### src/rtl/retire_ctrl_if.sv
// Commit-stage bundle: ROB head window in, retirement strobes and map/freelist updates out.
// The ROB/rename side uses the master modport and retire_ctrl uses slave.
interface retire_ctrl_if #(
    parameter int N       = 4,
    parameter int ARW     = 5,
    parameter int PRW     = 6,
    parameter int ROB_IDX = 5,
    parameter int CNT_W   = 64
);
    localparam int PCW = $clog2(N + 1);

    logic [N-1:0]               head_valid;
    logic [N-1:0]               head_complete;
    logic [N-1:0]               head_has_dest;
    logic [N-1:0][ARW-1:0]      head_dest_ar;
    logic [N-1:0][PRW-1:0]      head_tnew;
    logic [N-1:0][PRW-1:0]      head_told;
    logic [N-1:0]               head_branch;
    logic [N-1:0]               head_pred_taken;
    logic [N-1:0]               head_taken;
    logic [N-1:0][31:0]         head_pred_target;
    logic [N-1:0][31:0]         head_target;
    logic [N-1:0][31:0]         head_npc;
    logic [N-1:0]               head_store;
    logic [N-1:0]               head_halt;
    logic [N-1:0][ROB_IDX-1:0]  head_rob_idx;
    logic                       sq_commit_ready;

    logic [PCW-1:0]             rob_pop_cnt;
    logic                       rob_flush;
    logic [ROB_IDX-1:0]         rob_flush_idx;
    logic                       BPRecoverEN;
    logic                       redirect_en;
    logic [31:0]                redirect_pc;
    logic [N-1:0]               Arch_Retire_EN;
    logic [N-1:0][ARW-1:0]      Arch_Retire_AR;
    logic [N-1:0][PRW-1:0]      Arch_Tnew_in;
    logic [N-1:0]               FL_RetireEN;
    logic [N-1:0][PRW-1:0]      FL_RetireReg;
    logic                       sq_commit_en;
    logic                       halted;
    logic [CNT_W-1:0]           retired_count;
    logic                       recovering;

    modport master (
        output head_valid, head_complete, head_has_dest, head_dest_ar, head_tnew, head_told,
               head_branch, head_pred_taken, head_taken, head_pred_target, head_target,
               head_npc, head_store, head_halt, head_rob_idx, sq_commit_ready,
        input  rob_pop_cnt, rob_flush, rob_flush_idx, BPRecoverEN, redirect_en, redirect_pc,
               Arch_Retire_EN, Arch_Retire_AR, Arch_Tnew_in, FL_RetireEN, FL_RetireReg,
               sq_commit_en, halted, retired_count, recovering
    );

    modport slave (
        input  head_valid, head_complete, head_has_dest, head_dest_ar, head_tnew, head_told,
               head_branch, head_pred_taken, head_taken, head_pred_target, head_target,
               head_npc, head_store, head_halt, head_rob_idx, sq_commit_ready,
        output rob_pop_cnt, rob_flush, rob_flush_idx, BPRecoverEN, redirect_en, redirect_pc,
               Arch_Retire_EN, Arch_Retire_AR, Arch_Tnew_in, FL_RetireEN, FL_RetireReg,
               sq_commit_en, halted, retired_count, recovering
    );
endinterface

### src/rtl/retire_ctrl.sv
// In-order commit stage: retires up to RETIRE_W completed head slots per cycle, handles
// mispredict flush with a counted recovery window, single store commit, and sticky halt.
module retire_ctrl #(
    parameter int N              = 4,
    parameter int RETIRE_W       = N,
    parameter int ARCH_COUNT     = 32,
    parameter int ARW            = $clog2(ARCH_COUNT),
    parameter int PHYS_REGS      = 64,
    parameter int PRW            = $clog2(PHYS_REGS),
    parameter int RECOVER_CYCLES = 2,
    parameter int CNT_W          = 64,
    parameter int ROB_IDX        = 5
) (
    input  logic         clock,
    input  logic         reset,
    retire_ctrl_if.slave rif
);
    localparam int PCW = $clog2(N + 1);
    localparam int RCW = $clog2(RECOVER_CYCLES + 1);

    localparam logic [1:0] ST_RUN     = 2'd0;
    localparam logic [1:0] ST_RECOVER = 2'd1;
    localparam logic [1:0] ST_HALT    = 2'd2;

    logic [1:0]            state_q, state_d;
    logic [RCW-1:0]        rec_cnt_q, rec_cnt_d;
    logic [CNT_W-1:0]      retired_count_q, retired_count_d;
    logic [N-1:0]          arch_en_q, arch_en_d;
    logic [N-1:0][ARW-1:0] arch_ar_q, arch_ar_d;
    logic [N-1:0][PRW-1:0] arch_tnew_q, arch_tnew_d;
    logic [N-1:0]          fl_en_q, fl_en_d;
    logic [N-1:0][PRW-1:0] fl_reg_q, fl_reg_d;

    logic [N-1:0]          mispred;
    logic [N-1:0]          eligible;
    logic [N-1:0]          retire_vec;
    logic [PCW-1:0]        pop_cnt;
    logic                  flush_hit;
    logic [ROB_IDX-1:0]    flush_idx;
    logic [31:0]           flush_pc;
    logic                  halt_hit;
    logic                  store_seen;
    logic                  scan_on;

    // Per-slot qualifiers; slots beyond the retire width are never eligible.
    for (genvar gi = 0; gi < N; gi++) begin : g_slot
        assign mispred[gi] = rif.head_branch[gi] &&
                             ((rif.head_pred_taken[gi] != rif.head_taken[gi]) ||
                              (rif.head_taken[gi] &&
                               (rif.head_pred_target[gi] != rif.head_target[gi])));
        if (gi < RETIRE_W) begin : g_in
            assign eligible[gi] = rif.head_valid[gi] && rif.head_complete[gi];
        end else begin : g_out
            assign eligible[gi] = 1'b0;
        end
    end

    // In-order scan: the first slot that cannot retire, or that flushes/halts, ends it.
    always_comb begin
        retire_vec = '0;
        pop_cnt    = '0;
        flush_hit  = 1'b0;
        flush_idx  = '0;
        flush_pc   = '0;
        halt_hit   = 1'b0;
        store_seen = 1'b0;
        scan_on    = (state_q == ST_RUN);
        for (int w = 0; w < N; w++) begin
            if (scan_on) begin
                if (!eligible[w] ||
                    (rif.head_store[w] && (store_seen || !rif.sq_commit_ready))) begin
                    scan_on = 1'b0;
                end else begin
                    retire_vec[w] = 1'b1;
                    pop_cnt       = pop_cnt + PCW'(1);
                    if (rif.head_store[w]) begin
                        store_seen = 1'b1;
                    end
                    if (mispred[w]) begin
                        flush_hit = 1'b1;
                        flush_idx = rif.head_rob_idx[w];
                        flush_pc  = rif.head_npc[w];
                        scan_on   = 1'b0;
                    end else if (rif.head_halt[w]) begin
                        halt_hit = 1'b1;
                        scan_on  = 1'b0;
                    end
                end
            end
        end
    end

    // Next-cycle map-table and freelist writes; register 0 is never returned to the freelist.
    always_comb begin
        arch_en_d   = '0;
        arch_ar_d   = '0;
        arch_tnew_d = '0;
        fl_en_d     = '0;
        fl_reg_d    = '0;
        for (int w = 0; w < N; w++) begin
            if (retire_vec[w] && rif.head_has_dest[w]) begin
                arch_en_d[w]   = 1'b1;
                arch_ar_d[w]   = rif.head_dest_ar[w];
                arch_tnew_d[w] = rif.head_tnew[w];
                if (rif.head_dest_ar[w] != '0) begin
                    fl_en_d[w]  = 1'b1;
                    fl_reg_d[w] = rif.head_told[w];
                end
            end
        end
    end

    always_comb begin
        retired_count_d = retired_count_q + CNT_W'(pop_cnt);
        state_d         = state_q;
        rec_cnt_d       = rec_cnt_q;
        case (state_q)
            ST_RUN: begin
                if (flush_hit) begin
                    state_d   = ST_RECOVER;
                    rec_cnt_d = RCW'(RECOVER_CYCLES);
                end else if (halt_hit) begin
                    state_d = ST_HALT;
                end
            end
            ST_RECOVER: begin
                if (rec_cnt_q <= RCW'(1)) begin
                    state_d   = ST_RUN;
                    rec_cnt_d = '0;
                end else begin
                    rec_cnt_d = rec_cnt_q - RCW'(1);
                end
            end
            ST_HALT: begin
                state_d = ST_HALT;
            end
            default: begin
                state_d   = ST_RUN;
                rec_cnt_d = '0;
            end
        endcase
    end

    always_ff @(posedge clock) begin
        if (!reset) begin
            state_q         <= ST_RUN;
            rec_cnt_q       <= '0;
            retired_count_q <= '0;
            arch_en_q       <= '0;
            arch_ar_q       <= '0;
            arch_tnew_q     <= '0;
            fl_en_q         <= '0;
            fl_reg_q        <= '0;
        end else begin
            state_q         <= state_d;
            rec_cnt_q       <= rec_cnt_d;
            retired_count_q <= retired_count_d;
            arch_en_q       <= arch_en_d;
            arch_ar_q       <= arch_ar_d;
            arch_tnew_q     <= arch_tnew_d;
            fl_en_q         <= fl_en_d;
            fl_reg_q        <= fl_reg_d;
        end
    end

    assign rif.rob_pop_cnt    = pop_cnt;
    assign rif.rob_flush      = flush_hit;
    assign rif.rob_flush_idx  = flush_idx;
    assign rif.BPRecoverEN    = flush_hit;
    assign rif.redirect_en    = flush_hit;
    assign rif.redirect_pc    = flush_pc;
    assign rif.sq_commit_en   = store_seen;
    assign rif.Arch_Retire_EN = arch_en_q;
    assign rif.Arch_Retire_AR = arch_ar_q;
    assign rif.Arch_Tnew_in   = arch_tnew_q;
    assign rif.FL_RetireEN    = fl_en_q;
    assign rif.FL_RetireReg   = fl_reg_q;
    assign rif.halted         = (state_q == ST_HALT);
    assign rif.recovering     = (state_q == ST_RECOVER);
    assign rif.retired_count  = retired_count_q;
endmodule

### src/flat_wrapper.sv
// flat-port wrapper written by rule: the top's interface ports become plain ports
module retire_ctrl_flat 
#(
    parameter int N              = 4,
    parameter int RETIRE_W       = N,
    parameter int ARCH_COUNT     = 32,
    parameter int ARW            = $clog2(ARCH_COUNT),
    parameter int PHYS_REGS      = 64,
    parameter int PRW            = $clog2(PHYS_REGS),
    parameter int RECOVER_CYCLES = 2,
    parameter int CNT_W          = 64,
    parameter int ROB_IDX        = 5
)
  (clock, reset, rif_head_valid, rif_head_complete, rif_head_has_dest, rif_head_dest_ar, rif_head_tnew, rif_head_told, rif_head_branch, rif_head_pred_taken, rif_head_taken, rif_head_pred_target, rif_head_target, rif_head_npc, rif_head_store, rif_head_halt, rif_head_rob_idx, rif_sq_commit_ready, rif_rob_pop_cnt, rif_rob_flush, rif_rob_flush_idx, rif_BPRecoverEN, rif_redirect_en, rif_redirect_pc, rif_Arch_Retire_EN, rif_Arch_Retire_AR, rif_Arch_Tnew_in, rif_FL_RetireEN, rif_FL_RetireReg, rif_sq_commit_en, rif_halted, rif_retired_count, rif_recovering);
  retire_ctrl_if #(.N(N), .ARW(ARW), .PRW(PRW), .ROB_IDX(ROB_IDX), .CNT_W(CNT_W)) rif_i ();
  input  logic clock;
  input  logic reset;
  input wire logic [$bits(rif_i.head_valid)-1:0] rif_head_valid;
  input wire logic [$bits(rif_i.head_complete)-1:0] rif_head_complete;
  input wire logic [$bits(rif_i.head_has_dest)-1:0] rif_head_has_dest;
  input wire logic [$bits(rif_i.head_dest_ar)-1:0] rif_head_dest_ar;
  input wire logic [$bits(rif_i.head_tnew)-1:0] rif_head_tnew;
  input wire logic [$bits(rif_i.head_told)-1:0] rif_head_told;
  input wire logic [$bits(rif_i.head_branch)-1:0] rif_head_branch;
  input wire logic [$bits(rif_i.head_pred_taken)-1:0] rif_head_pred_taken;
  input wire logic [$bits(rif_i.head_taken)-1:0] rif_head_taken;
  input wire logic [$bits(rif_i.head_pred_target)-1:0] rif_head_pred_target;
  input wire logic [$bits(rif_i.head_target)-1:0] rif_head_target;
  input wire logic [$bits(rif_i.head_npc)-1:0] rif_head_npc;
  input wire logic [$bits(rif_i.head_store)-1:0] rif_head_store;
  input wire logic [$bits(rif_i.head_halt)-1:0] rif_head_halt;
  input wire logic [$bits(rif_i.head_rob_idx)-1:0] rif_head_rob_idx;
  input wire logic [$bits(rif_i.sq_commit_ready)-1:0] rif_sq_commit_ready;
  output wire logic [$bits(rif_i.rob_pop_cnt)-1:0] rif_rob_pop_cnt;
  output wire logic [$bits(rif_i.rob_flush)-1:0] rif_rob_flush;
  output wire logic [$bits(rif_i.rob_flush_idx)-1:0] rif_rob_flush_idx;
  output wire logic [$bits(rif_i.BPRecoverEN)-1:0] rif_BPRecoverEN;
  output wire logic [$bits(rif_i.redirect_en)-1:0] rif_redirect_en;
  output wire logic [$bits(rif_i.redirect_pc)-1:0] rif_redirect_pc;
  output wire logic [$bits(rif_i.Arch_Retire_EN)-1:0] rif_Arch_Retire_EN;
  output wire logic [$bits(rif_i.Arch_Retire_AR)-1:0] rif_Arch_Retire_AR;
  output wire logic [$bits(rif_i.Arch_Tnew_in)-1:0] rif_Arch_Tnew_in;
  output wire logic [$bits(rif_i.FL_RetireEN)-1:0] rif_FL_RetireEN;
  output wire logic [$bits(rif_i.FL_RetireReg)-1:0] rif_FL_RetireReg;
  output wire logic [$bits(rif_i.sq_commit_en)-1:0] rif_sq_commit_en;
  output wire logic [$bits(rif_i.halted)-1:0] rif_halted;
  output wire logic [$bits(rif_i.retired_count)-1:0] rif_retired_count;
  output wire logic [$bits(rif_i.recovering)-1:0] rif_recovering;
  assign rif_i.head_valid = rif_head_valid;
  assign rif_i.head_complete = rif_head_complete;
  assign rif_i.head_has_dest = rif_head_has_dest;
  assign rif_i.head_dest_ar = rif_head_dest_ar;
  assign rif_i.head_tnew = rif_head_tnew;
  assign rif_i.head_told = rif_head_told;
  assign rif_i.head_branch = rif_head_branch;
  assign rif_i.head_pred_taken = rif_head_pred_taken;
  assign rif_i.head_taken = rif_head_taken;
  assign rif_i.head_pred_target = rif_head_pred_target;
  assign rif_i.head_target = rif_head_target;
  assign rif_i.head_npc = rif_head_npc;
  assign rif_i.head_store = rif_head_store;
  assign rif_i.head_halt = rif_head_halt;
  assign rif_i.head_rob_idx = rif_head_rob_idx;
  assign rif_i.sq_commit_ready = rif_sq_commit_ready;
  assign rif_rob_pop_cnt = rif_i.rob_pop_cnt;
  assign rif_rob_flush = rif_i.rob_flush;
  assign rif_rob_flush_idx = rif_i.rob_flush_idx;
  assign rif_BPRecoverEN = rif_i.BPRecoverEN;
  assign rif_redirect_en = rif_i.redirect_en;
  assign rif_redirect_pc = rif_i.redirect_pc;
  assign rif_Arch_Retire_EN = rif_i.Arch_Retire_EN;
  assign rif_Arch_Retire_AR = rif_i.Arch_Retire_AR;
  assign rif_Arch_Tnew_in = rif_i.Arch_Tnew_in;
  assign rif_FL_RetireEN = rif_i.FL_RetireEN;
  assign rif_FL_RetireReg = rif_i.FL_RetireReg;
  assign rif_sq_commit_en = rif_i.sq_commit_en;
  assign rif_halted = rif_i.halted;
  assign rif_retired_count = rif_i.retired_count;
  assign rif_recovering = rif_i.recovering;
  retire_ctrl #(.N(N), .RETIRE_W(RETIRE_W), .ARCH_COUNT(ARCH_COUNT), .ARW(ARW), .PHYS_REGS(PHYS_REGS), .PRW(PRW), .RECOVER_CYCLES(RECOVER_CYCLES), .CNT_W(CNT_W), .ROB_IDX(ROB_IDX)) u_core (.clock(clock), .reset(reset), .rif(rif_i));
endmodule
### config.mk
export PLATFORM = sky130hd
export DESIGN_NAME = retire_ctrl_flat
export DESIGN_NICKNAME = d
export VERILOG_FILES = /design/src/rtl/retire_ctrl_if.sv /design/src/rtl/retire_ctrl.sv /design/src/flat_wrapper.sv
export SDC_FILE = /design/constraint.sdc
export NUM_CORES = 1
export LEC_CHECK = 0
export ABC_AREA = 1
export ABC_CLOCK_PERIOD_IN_PS = 5400
export CAP_MARGIN = 20
export CORE_AREA = 2 2 272 274
export DETAILED_ROUTE_END_ITERATION = 12
export DIE_AREA = 0 0 274 276
export GPL_TIMING_DRIVEN = 0
export HOLD_SLACK_MARGIN = 0.03
export MAX_ROUTING_LAYER = met4
export PLACE_DENSITY = 0.43
export RECOVER_POWER = 25
export SKIP_CTS_REPAIR_TIMING = 1
export SLEW_MARGIN = 20
export SYNTH_ARGS = -nofsm -noshare
export SYNTH_HDL_FRONTEND = slang
export SYNTH_SLANG_ARGS = --single-unit
### constraint.sdc
create_clock -name clock -period 5.4 [get_ports clock]
set_clock_uncertainty 0.1 [all_clocks]
set_input_delay 1.08 -clock clock [delete_from_list [all_inputs] [get_ports clock]]
set_output_delay 1.08 -clock clock [all_outputs]
set_load 0.01 [all_outputs]
==> run_results.csv <==
group,metric,value,unit
die,rows,99,
cts,path_clk_slew,70,ps
synth,synthTopCellsByCount,"266 x inv_1, 220 x nand2_1, 190 x nor2_1, 144 x dfxtp_1, 119 x nand3_1",
power_and_ir_drop,p_per_area,157,nW/um^2
status,run_status,"complete, but fails checks",
worst_setup_path,slowest_stage,"clkdlybuf4s50_1",
synth,syn_inst,1381,
grt,use_met1,18.1,%
sta,max_freq,182,MHz
route,avgRoutedWirePerCell,21.3,um
layout,drive_above_1_share,12.7,%
die,fp.dieH,276,um
cts,cts_tree,"built",
sta,layout_setup_ws,-92.3,ps
sta,period_share,102,%
synth,yosys-top-cells-area,"dfxtp_1 32%, inv_1 11%, nand2_1 9.2%, nor2_1 7.9%, nand3_1 6.6%",
cts,cts_buffers,17,
sta,rsz0062_at_grt,"true",
sta,holdWs,408,ps
synth,yosys_register_bits,144,
sta,hold_violations,0,
synth,synth_edf_count,0,
power_and_ir_drop,power.leakage,0.00904,uW
power_and_ir_drop,peakVddDrop,0.000151,V
grt,grt.busiest_layer,"met2",
die,die_w,274,um
die,coreArea,72600,um^2
die,die_area,75600,um^2
job,maxCapViolations,0,
grt,grt_pass1_vias,12200,
synth,synth_area,8980,um^2
synth,syn_area_per_cell,6.51,um^2
worst_setup_path,crit_arrival,5730,ps
route,firstDrtPassIters,7,
placement,dp_hpwl,58900,um
status,violations,"setup timing",
grt,grt_first_pass_wirelength,89000,um
route,drcViolationCount,0,
sta,slew_violations,0,
synth,synthFlopType,"dfxtp_1",
worst_setup_path,cp-start-kind,"input pin",
synth,yosys_warnings,0,
route,initialDrtViolationCount,599,
sta,worstMarginPinSlew,991,ps
synth,synth_fp_nets,1894,
sta,slew_headroom,33.9,%
worst_setup_path,crit_path_end_kind,"register",
route,vias_per_cell,3.91,
worst_setup_path,path_common_cell,"nor2_4",
cts,cts_sinks,144,
layout,post-route-util,26.1,%
synth,synth.largest_area_cell,"dfxtp_1",
cts,root_buffer,"clkbuf_16",
route,final_antenna_net_count,0,
synth,synthArstFlopShare,0,%
sta,setup_viol,6,
placement,finalWeightedCongestion,0.953,
die,io_pins,693,
grt,grt_util_met3,5.77,%
grt,grt_antenna_before_repair,56,
power_and_ir_drop,total_power,2990,uW
sta,min_period,5490,ps
synth,synth_most_common_cell,"inv_1",
cts,clk_path_buf_depth,2,
worst_setup_path,cp.required,5640,ps
cts,clk_latency,460,ps
route,dr_total_vias,12300,
placement,port_buffers,691,
synth,synth.distinct_cells,53,
die,initial_core_util,12.4,%
grt,grtUsageTotal,17.3,%
worst_setup_path,worstPathMaxFanout,4,
layout,area_growth_syn_to_layout,111,%
grt,grt_max_degree,17,
worst_setup_path,rrSetupSlack,350,ps
worst_setup_path,criticalPathCategory,"input pin to register",
grt,overflow,0,
route,wirelength,66800,um
synth,seq_area_frac_synth,32.1,%
synth,yosysTopAreaCellShare,32.1,%
hold_path,min-delay-path-class,"register to register",
layout,finalNetCount,2642,
grt,met2_usage,28.4,%
worst_setup_path,slowest_delay,520,ps
cts,htree_levels,4,
-- cell usage in the layout, fill, tap and decap left out, types with 10 or more instances in the layout --
master,count
dfxtp_1,144
clkbuf_2,32
o22ai_1,16
nand2_1,192
nand4_1,53
inv_1,238
xor2_1,27
nand2_2,25
o21ai_1,13
dlymetal6s2s_1,137
nor4_1,10
clkbuf_1,15
o21ai_0,28
clkbuf_16,17
nand3_1,112
nor2_4,17
diode_2,38
nor3_1,37
a21oi_1,33
buf_4,37
dlygate4sd3_1,48
inv_2,31
clkdlybuf4s50_1,480
nor2_1,173
a22oi_1,37
nor2_2,13
xnor2_1,35
-- layout make-up --
cell class / count / area [um^2]
plain buffers: 41 / 223
multi-input cells: 922 / 5440
clock inverters: 13 / 166
diodes: 38 / 95.1
well taps: 959 / 1200
fillers: 8052 / 53600
inverters: 274 / 1040
flip-flops and latches: 144 / 2880
repair buffers: 729 / 7480
clock buffers: 18 / 429
-- power breakdown --
group	switching [uW]	internal (uW)
combinational	268	416
clock	508	724
sequential	2.44	1070
total	778	2210
-- sequential cells by signal (all words and copies together) (netlist names) --
| name | flops |
|---|---|
| u_core.rif.Arch_Retire_EN | 4 |
| u_core.rif.Arch_Tnew_in | 24 |
| u_core.rif.FL_RetireEN | 4 |
| u_core.state_q | 2 |
| u_core.rif.retired_count | 64 |
| u_core.rif.FL_RetireReg | 24 |
| u_core.rif.Arch_Retire_AR | 20 |
| u_core.rec_cnt_q | 2 |
-- logic make-up (layout without fill, tap and decap cells) --
| group | after synthesis | count (layout) | share of synthesized area, % |
|---|---|---|---|
| xor gates and xnor gates | 67 | 67 | 6.53 |
| AOI/OAI and AO/OA | 163 | 163 | 11.3 |
| adders and majority gates | 6 | 6 | 0.919 |
| other | 0 | 38 | 0 |
| DFF | 144 | 144 | 32.1 |
| buffers and inverters | 315 | 1075 | 13.5 |
| and+or+nand+nor | 686 | 686 | 35.6 |
-- per-layer routing --
| metal | routed length [um] | vias to the layer above |
|---|---|---|
| li1 | - | 5988 |
| met1 | 25500 | 5695 |
| met2 | 33500 | 485 |
| met3 | 4880 | 91 |
| met4 | 2940 | 0 |
| met5 | 0 | - |
-- worst paths after layout --
check / from / end / depth (start not counted)
worst max-delay path: rif_head_pred_target[85] / u_core.rif.retired_count[59] / 32
worst min-delay path: u_core.rif.retired_count[26] / u_core.rif.retired_count[26] / 2
worst max register to register: u_core.state_q[1] / u_core.rif.retired_count[59] / 33
worst min register to register: u_core.rif.retired_count[26] / u_core.rif.retired_count[26] / 2
-- metrics by stage --
| stage | setup slack, ps | area [um^2] | std cells | TNS, ps |
|---|---|---|---|---|
| after floorplan | 407 | 8980 | 1381 | 0 |
| after CTS | -1690 | 17700 | 3062 | -111170 |
| after global routing | -379 | 19000 | 3137 | -5950 |
| after detailed placement | -2130 | 17100 | 3031 | -139010 |
| after global placement | -2120 | 17100 | 3031 | -137240 |
| final | -92.3 | 19000 | 3138 | -219 |
-- critical path, delay by kind of cell --
kind                       cells  cell delay, ps
xor gates and xnor gates       1             210
buffers and inverters          5             840
adders and majority gates      1             300
and+or+nand+nor               23            2940
AOI/OAI and AO/OA              2             350
No activity file was read; power rests on OpenSTA's default activity.
